==> src/rtl/arm_ctrl_pkg.sv <==
// Shared constants for the ARM32 multi-cycle control unit: FSM states,
// opcode field positions, operand-mode codes, condition codes and ALU ops.
package arm_ctrl_pkg;

    typedef enum logic [3:0] {
        S_START,
        S_LOAD_PC,
        S_FETCH1,
        S_FETCH2,
        S_DECODE,
        S_EXECUTE,
        S_MEM1,
        S_MEM2,
        S_WB_LDR
    } state_e;

    localparam int OP_MEM_BIT   = 6;
    localparam int OP_MODE_HI   = 5;
    localparam int OP_MODE_LO   = 4;
    localparam int OP_RN_ST_BIT = 3;

    localparam logic [1:0] DP_MODE_REG  = 2'b01;
    localparam logic [1:0] DP_MODE_RS   = 2'b11;
    localparam logic [1:0] MEM_MODE_LIT = 2'b00;
    localparam logic [1:0] MEM_MODE_REG = 2'b11;

    localparam logic [3:0] COND_EQ = 4'b0000;
    localparam logic [3:0] COND_NE = 4'b0001;
    localparam logic [3:0] COND_CS = 4'b0010;
    localparam logic [3:0] COND_CC = 4'b0011;
    localparam logic [3:0] COND_MI = 4'b0100;
    localparam logic [3:0] COND_PL = 4'b0101;
    localparam logic [3:0] COND_VS = 4'b0110;
    localparam logic [3:0] COND_VC = 4'b0111;
    localparam logic [3:0] COND_HI = 4'b1000;
    localparam logic [3:0] COND_LS = 4'b1001;
    localparam logic [3:0] COND_GE = 4'b1010;
    localparam logic [3:0] COND_LT = 4'b1011;
    localparam logic [3:0] COND_GT = 4'b1100;
    localparam logic [3:0] COND_LE = 4'b1101;

    localparam logic [2:0] ALU_ADD = 3'b000;
    localparam logic [2:0] ALU_SUB = 3'b001;

    localparam logic [1:0] SEL_PC_INC   = 2'b00;
    localparam logic [1:0] SEL_PC_START = 2'b01;
    localparam logic [1:0] SEL_RD_PC    = 2'b11;

endpackage

==> src/rtl/cond_eval.sv <==
// ARM condition-code evaluator: decides whether an instruction executes
// given its cond field and the current NZCV flags. AL and 1111 always pass.
module cond_eval
    import arm_ctrl_pkg::*;
(
    input  logic [3:0] cond,
    input  logic [3:0] nzcv,
    output logic       pass
);

    logic n, z, c, v;
    assign {n, z, c, v} = nzcv;

    always_comb begin
        pass = 1'b1;
        case (cond)
            COND_EQ: pass = z;
            COND_NE: pass = ~z;
            COND_CS: pass = c;
            COND_CC: pass = ~c;
            COND_MI: pass = n;
            COND_PL: pass = ~n;
            COND_VS: pass = v;
            COND_VC: pass = ~v;
            COND_HI: pass = c & ~z;
            COND_LS: pass = ~c | z;
            COND_GE: pass = (n == v);
            COND_LT: pass = (n != v);
            COND_GT: pass = ~z & (n == v);
            COND_LE: pass = z | (n != v);
            default: pass = 1'b1;
        endcase
    end

endmodule

==> src/rtl/arm_mc_controller.sv <==
// Multi-cycle FSM control unit of the ARM32 CPU (fetch/decode/execute/mem/wb).
// Define CTRL_COND_EXEC_EN to gate execution on cond vs NZCV; otherwise all run as AL.
module arm_mc_controller
    import arm_ctrl_pkg::*;
(
    input  logic        clk,
    input  logic        rst_n,
    input  logic [6:0]  opcode,
    input  logic [31:0] status_reg,
    input  logic [3:0]  cond,
    input  logic        P,
    input  logic        U,
    input  logic        W,
    output logic        waiting,
    output logic        load_ir,
    output logic        load_pc,
    output logic [1:0]  sel_pc,
    output logic        w_en1,
    output logic        w_en2,
    output logic        w_en3,
    output logic        sel_w_data,
    output logic [1:0]  sel_A_in,
    output logic [1:0]  sel_B_in,
    output logic [1:0]  sel_shift_in,
    output logic        en_A,
    output logic        en_B,
    output logic        en_S,
    output logic        en_C,
    output logic        sel_shift,
    output logic        sel_A,
    output logic        sel_B,
    output logic        sel_post_shift,
    output logic [2:0]  ALU_op,
    output logic        en_status1,
    output logic        en_status2,
    output logic        en_out1,
    output logic        en_out2,
    output logic [10:0] ram_addr1,
    output logic [10:0] ram_addr2,
    output logic        ram_w_en1,
    output logic        ram_w_en2
);

    state_e     state_q, state_d;
    logic       first_q, first_d;
    logic       cond_pass;
    logic       is_mem, rn_st;
    logic [1:0] mode;

    assign is_mem = opcode[OP_MEM_BIT];
    assign rn_st  = opcode[OP_RN_ST_BIT];
    assign mode   = opcode[OP_MODE_HI:OP_MODE_LO];

`ifdef CTRL_COND_EXEC_EN
    logic unused_status_bits;
    assign unused_status_bits = ^status_reg[27:0];

    cond_eval u_cond_eval (
        .cond (cond),
        .nzcv (status_reg[31:28]),
        .pass (cond_pass)
    );
`else
    logic unused_cond_inputs;
    assign unused_cond_inputs = ^{cond, status_reg};
    assign cond_pass = 1'b1;
`endif

    // Addresses come from the datapath; these ports are tied off here.
    assign sel_w_data   = 1'b0;
    assign sel_B_in     = 2'b00;
    assign sel_shift_in = 2'b00;
    assign en_status2   = 1'b0;
    assign en_out1      = 1'b0;
    assign en_out2      = 1'b0;
    assign ram_w_en1    = 1'b0;
    assign ram_addr1    = '0;
    assign ram_addr2    = '0;

    always_comb begin
        // NOTE: every output and next-state value gets a default first so no path infers a latch.
        state_d        = state_q;
        first_d        = first_q;
        waiting        = 1'b0;
        load_ir        = 1'b0;
        load_pc        = 1'b0;
        sel_pc         = SEL_PC_INC;
        w_en1          = 1'b0;
        w_en2          = 1'b0;
        w_en3          = 1'b0;
        sel_A_in       = 2'b00;
        en_A           = 1'b0;
        en_B           = 1'b0;
        en_S           = 1'b0;
        en_C           = 1'b0;
        sel_shift      = 1'b0;
        sel_A          = 1'b0;
        sel_B          = 1'b0;
        sel_post_shift = 1'b0;
        ALU_op         = ALU_ADD;
        en_status1     = 1'b0;
        ram_w_en2      = 1'b0;

        case (state_q)
            S_START: begin
                waiting = 1'b1;
                state_d = S_LOAD_PC;
            end
            S_LOAD_PC: begin
                waiting = 1'b1;
                load_pc = 1'b1;
                sel_pc  = first_q ? SEL_PC_START : SEL_PC_INC;
                first_d = 1'b0;
                state_d = S_FETCH1;
            end
            S_FETCH1: begin
                waiting = 1'b1;
                state_d = S_FETCH2;
            end
            S_FETCH2: begin
                waiting = 1'b1;
                load_ir = 1'b1;
                state_d = S_DECODE;
            end
            S_DECODE: state_d = S_EXECUTE;
            S_EXECUTE: begin
                if (!cond_pass) begin
                    state_d = S_LOAD_PC;
                end else begin
                    state_d = S_MEM1;
                    if (is_mem) begin
                        en_A      = 1'b1;
                        sel_A_in  = (mode == MEM_MODE_LIT) ? SEL_RD_PC : 2'b00;
                        en_B      = (mode == MEM_MODE_REG);
                        en_S      = (mode == MEM_MODE_REG);
                        sel_shift = (mode == MEM_MODE_REG);
                    end else begin
                        en_A      = rn_st;
                        en_B      = (mode == DP_MODE_REG) || (mode == DP_MODE_RS);
                        en_S      = (mode == DP_MODE_REG) || (mode == DP_MODE_RS);
                        sel_shift = (mode == DP_MODE_RS);
                    end
                end
            end
            S_MEM1: begin
                en_C    = 1'b1;
                state_d = S_MEM2;
                if (is_mem) begin
                    sel_B          = (mode != MEM_MODE_REG);
                    sel_post_shift = ~P;
                    ALU_op         = U ? ALU_ADD : ALU_SUB;
                    ram_w_en2      = rn_st;
                end else begin
                    sel_A      = ~rn_st;
                    sel_B      = ~mode[0];
                    ALU_op     = opcode[2:0];
                    w_en1      = 1'b1;
                    en_status1 = 1'b1;
                end
            end
            S_MEM2: begin
                // Base writeback for post-index or pre-index with W; literals have no base.
                w_en2   = is_mem && (~P || W) && (mode != MEM_MODE_LIT);
                state_d = (is_mem && !rn_st) ? S_WB_LDR : S_LOAD_PC;
            end
            S_WB_LDR: begin
                w_en3   = 1'b1;
                state_d = S_LOAD_PC;
            end
            default: state_d = S_START;
        endcase
    end

    // NOTE: sequential state uses non-blocking assignments so all flops update together.
    always_ff @(posedge clk or negedge rst_n) begin
        if (!rst_n) begin
            state_q <= S_START;
            first_q <= 1'b1;
        end else begin
            state_q <= state_d;
            first_q <= first_d;
        end
    end

endmodule

==> config.mk <==
export PLATFORM = sky130hd
export DESIGN_NAME = arm_mc_controller
export DESIGN_NICKNAME = d
export VERILOG_FILES = /design/src/rtl/arm_ctrl_pkg.sv /design/src/rtl/cond_eval.sv /design/src/rtl/arm_mc_controller.sv
export SDC_FILE = /design/constraint.sdc
export NUM_CORES = 1
export LEC_CHECK = 0
export ABC_AREA = 1
export ABC_CLOCK_PERIOD_IN_PS = 3170
export BUFFER_PORTS_ARGS = -buffer_cell sky130_fd_sc_hd__buf_4
export CORE_MARGIN = 2
export CORE_UTILIZATION = 31
export CTS_BUF_LIST = sky130_fd_sc_hd__clkbuf_8
export DETAILED_ROUTE_END_ITERATION = 16
export GPL_ROUTABILITY_DRIVEN = 0
export PLACE_DENSITY = 0.94
export REMOVE_ABC_BUFFERS = 1
export SLEW_MARGIN = 20
export SYNTH_ARGS = -nofsm -noshare
export SYNTH_HDL_FRONTEND = slang
export SYNTH_HIERARCHICAL = 1
export SYNTH_SLANG_ARGS = --single-unit
==> constraint.sdc <==
create_clock -name clk -period 3.17 [get_ports clk]
set_clock_uncertainty 0.2 [all_clocks]
set_input_delay 0.1585 -clock clk [delete_from_list [all_inputs] [get_ports clk]]
set_output_delay 0.1585 -clock clk [all_outputs]
set_load 0.05 [all_outputs]
==> qor.yml <==
route:
  wl_per_cell_um: 7.22
  m1WireLength_um: 401
  vias_per_cell: 3.65
  drc_errors: 0
  detailroute.via_count: 570
  drt_iter0_drc: 7
  dr_wl_met2_um: 573
  ant_nets: 0
  top_layer_used: "met4"
  dr_wl_met3_um: 130
  drt-total-wl_um: 1130
  first_pass_iters: 3
clocking:
  ctsLongestPathBuffers: 2
  cts_root_buf: "clkbuf_8"
  cts_made_buffers: 3
  cts_tree: "done"
  clk_latency_ns: 0.22
  clk_pin_slew_ns: 0.03
  cts_resized: 0
  cts.sinks: 5
  cts_max_level: 1
sta:
  rsz0062_at_grt: "no"
  setup_viol: 0
  period_share_pct: 57.1
  finalCriticalPeriod_ns: 1.81
  fmax_ghz: 0.552
  finalHoldViolations: 0
  slew_viol_final: 0
  setup_tns_ns: 0
critical_path:
  path_class: "reg -> out"
  crit_family: "simple AND/OR/NAND/NOR gates"
  cp-start-kind: "flop"
  arrival_ns: 1.45
  end_kind: "primary output"
  critPathSlowestCell: "dfrtp_1"
  slowest_delay_ns: 0.42
  cp_max_fo: 5
  cp_cell_sequence: "nor2_4 > nand2_1 > nor3_1 > buf_4"
  cp_num_buf_inv: 1
  crit_required_ns: 2.81
placed_design:
  portBuffers: 33
  placed_cell_area_um2: 785
  dpl.hpwl_um: 993
floorplanning:
  core_um2: 1960
  dieArea_um2: 2480
  initial_core_util_pct: 33.1
  die_width_um: 49.8
  row_count: 16
  die_y_um: 49.8
  io_pins: 102
global_route:
  grt_pass1_wl_um: 1760
  grt_max_degree: 9
  grt_pass1_vias: 458
  grt_usage_pct: 9.54
  overflow: 0
  antenna_found_initial: 0
synthesis:
  synth_area_leader_cell: "buf_4"
  synthCells: 95
  synth.ff_latch_count: 5
  yosys_warnings: 6
  synth_area_um2: 649
  synthTopCellsByArea: "buf_4 (40%), dfrtp_1 (15%), nand2_1 (6.4%)"
  ys_types: 19
  synth_seq_area_share_pct: 19.5
  synth.top_cell.area_share_pct: 40.5
  syn_area_per_cell_um2: 6.84
final_layout:
  finalInstanceArea_um2: 840
  antenna-diode-count: 0
  multiInputGateArea_um2: 328
  syn2layout_area_growth_pct: 29.3
  fill_cells: 218
  drive_above_1_share_pct: 36.4
  fin_nets: 178
  seqCellArea_um2: 126
flow_run:
  cap_viol_max_count: 0
power:
  finalPower_mw: 0.718
  leakagePower_nw: 0.500
  power_density_nw_per_um2: 855
  ir_drop_uv: 484
run_status:
  outcome: "completed"
worst_hold_path:
  holdCritPathClass: "in -> reg"
[report_power, final]
group	leakage, nW	switching (mW)	total [mW]	internal [mW]
logic	0.414	0.374	0.490	0.115
clock network	0.0269	0.0282	0.111	0.0827
registers	0.0594	0.0309	0.117	0.0859
total	0.500	0.434	0.718	0.284
[through the flow]
step	util, %	std cells	worst slack [ns]	hold slack [ns]
4_1_cts	42.8	156	1.36	0.0315
2_1_floorplan	-	91	0.0824	-0.337
6_report	42.8	156	1.36	0.0346
5_1_grt	42.8	156	1.27	0.0517
3_3_place_gp	40.0	151	1.59	-0.240
3_5_place_dp	40.0	151	1.60	-0.237
[layout make-up]
class | instances | area share (%)
Timing Repair Buffer | 34 | 30.7
Multi-Input combinational cell | 73 | 39.0
Tap cell | 27 | 4.02
Inverter | 13 | 5.81
Clock inverter | 1 | 0.447
Clock buffer | 3 | 4.92
Sequential cell | 5 | 15.1
[registers in the layout (all words and copies together), names as in the netlist]
register / flops
state_q: 4
first_q: 1
[repair_timing]
item	in CTS	in global routing
buffers inserted	0	0
endpoints found under the hold margin	5	0
hold buffers	1	0
[kinds of logic after synthesis]
kind of cell	count (synthesis)	synth area share, %
flops	5	19.5
other cells	1	0.577
compound gates	6	4.62
buf+inv	48	48.0
simple gates	35	27.4
[final timing paths]
kind | startpoint | end | slack, ns | cells past startpoint
setup reg to reg | state_q[3]$_DFF_PN0_ | first_q$_DFFE_PN1P_ | 2.05 | 4
hold / removal | opcode[3] | state_q[3]$_DFF_PN0_ | 0.03 | 4
hold reg to reg | first_q$_DFFE_PN1P_ | first_q$_DFFE_PN1P_ | 0.25 | 2
max in group asynchronous | rst_n | first_q$_DFFE_PN1P_ | 2.50 | 2
min in group asynchronous | rst_n | state_q[0]$_DFF_PN0_ | 0.08 | 2
setup / recovery | state_q[3]$_DFF_PN0_ | sel_A_in[0] | 1.36 | 4
[tightest hold or removal path, stage by stage]
cell and delay, ns:
buf_4 0.08, inv_1 0.05, nand2_1 0.07, nor2_1 0.04
[cell usage after synthesis, drive strengths merged]
library cell   n
a21oi          3
and2           1
buf           35
conb           1
dfrtp          4
dfstp          1
inv           13
nand2         12
nand3          2
nor2          12
nor3           7
nor4           1
o21ai          3
[metal layers]
metal | GRT usage [%] | vias to the layer above
met5 | 0 | -
met4 | 8.33 | 0
met3 | 2.12 | 2
met2 | 16.7 | 38
met1 | 9.36 | 239
li1 | - | 291
[placed cells by master (no fill, tap or decap), drive strengths merged]
master       count
dfstp            1
inv             14
nor2            12
a21oi            3
and2             1
buf             33
o21ai            3
nor4             1
clkbuf           3
conb            32
dlygate4sd3      1
nand2           12
dfrtp            4
nand3            2
nor3             7
Power figures use the tool's default switching activity.
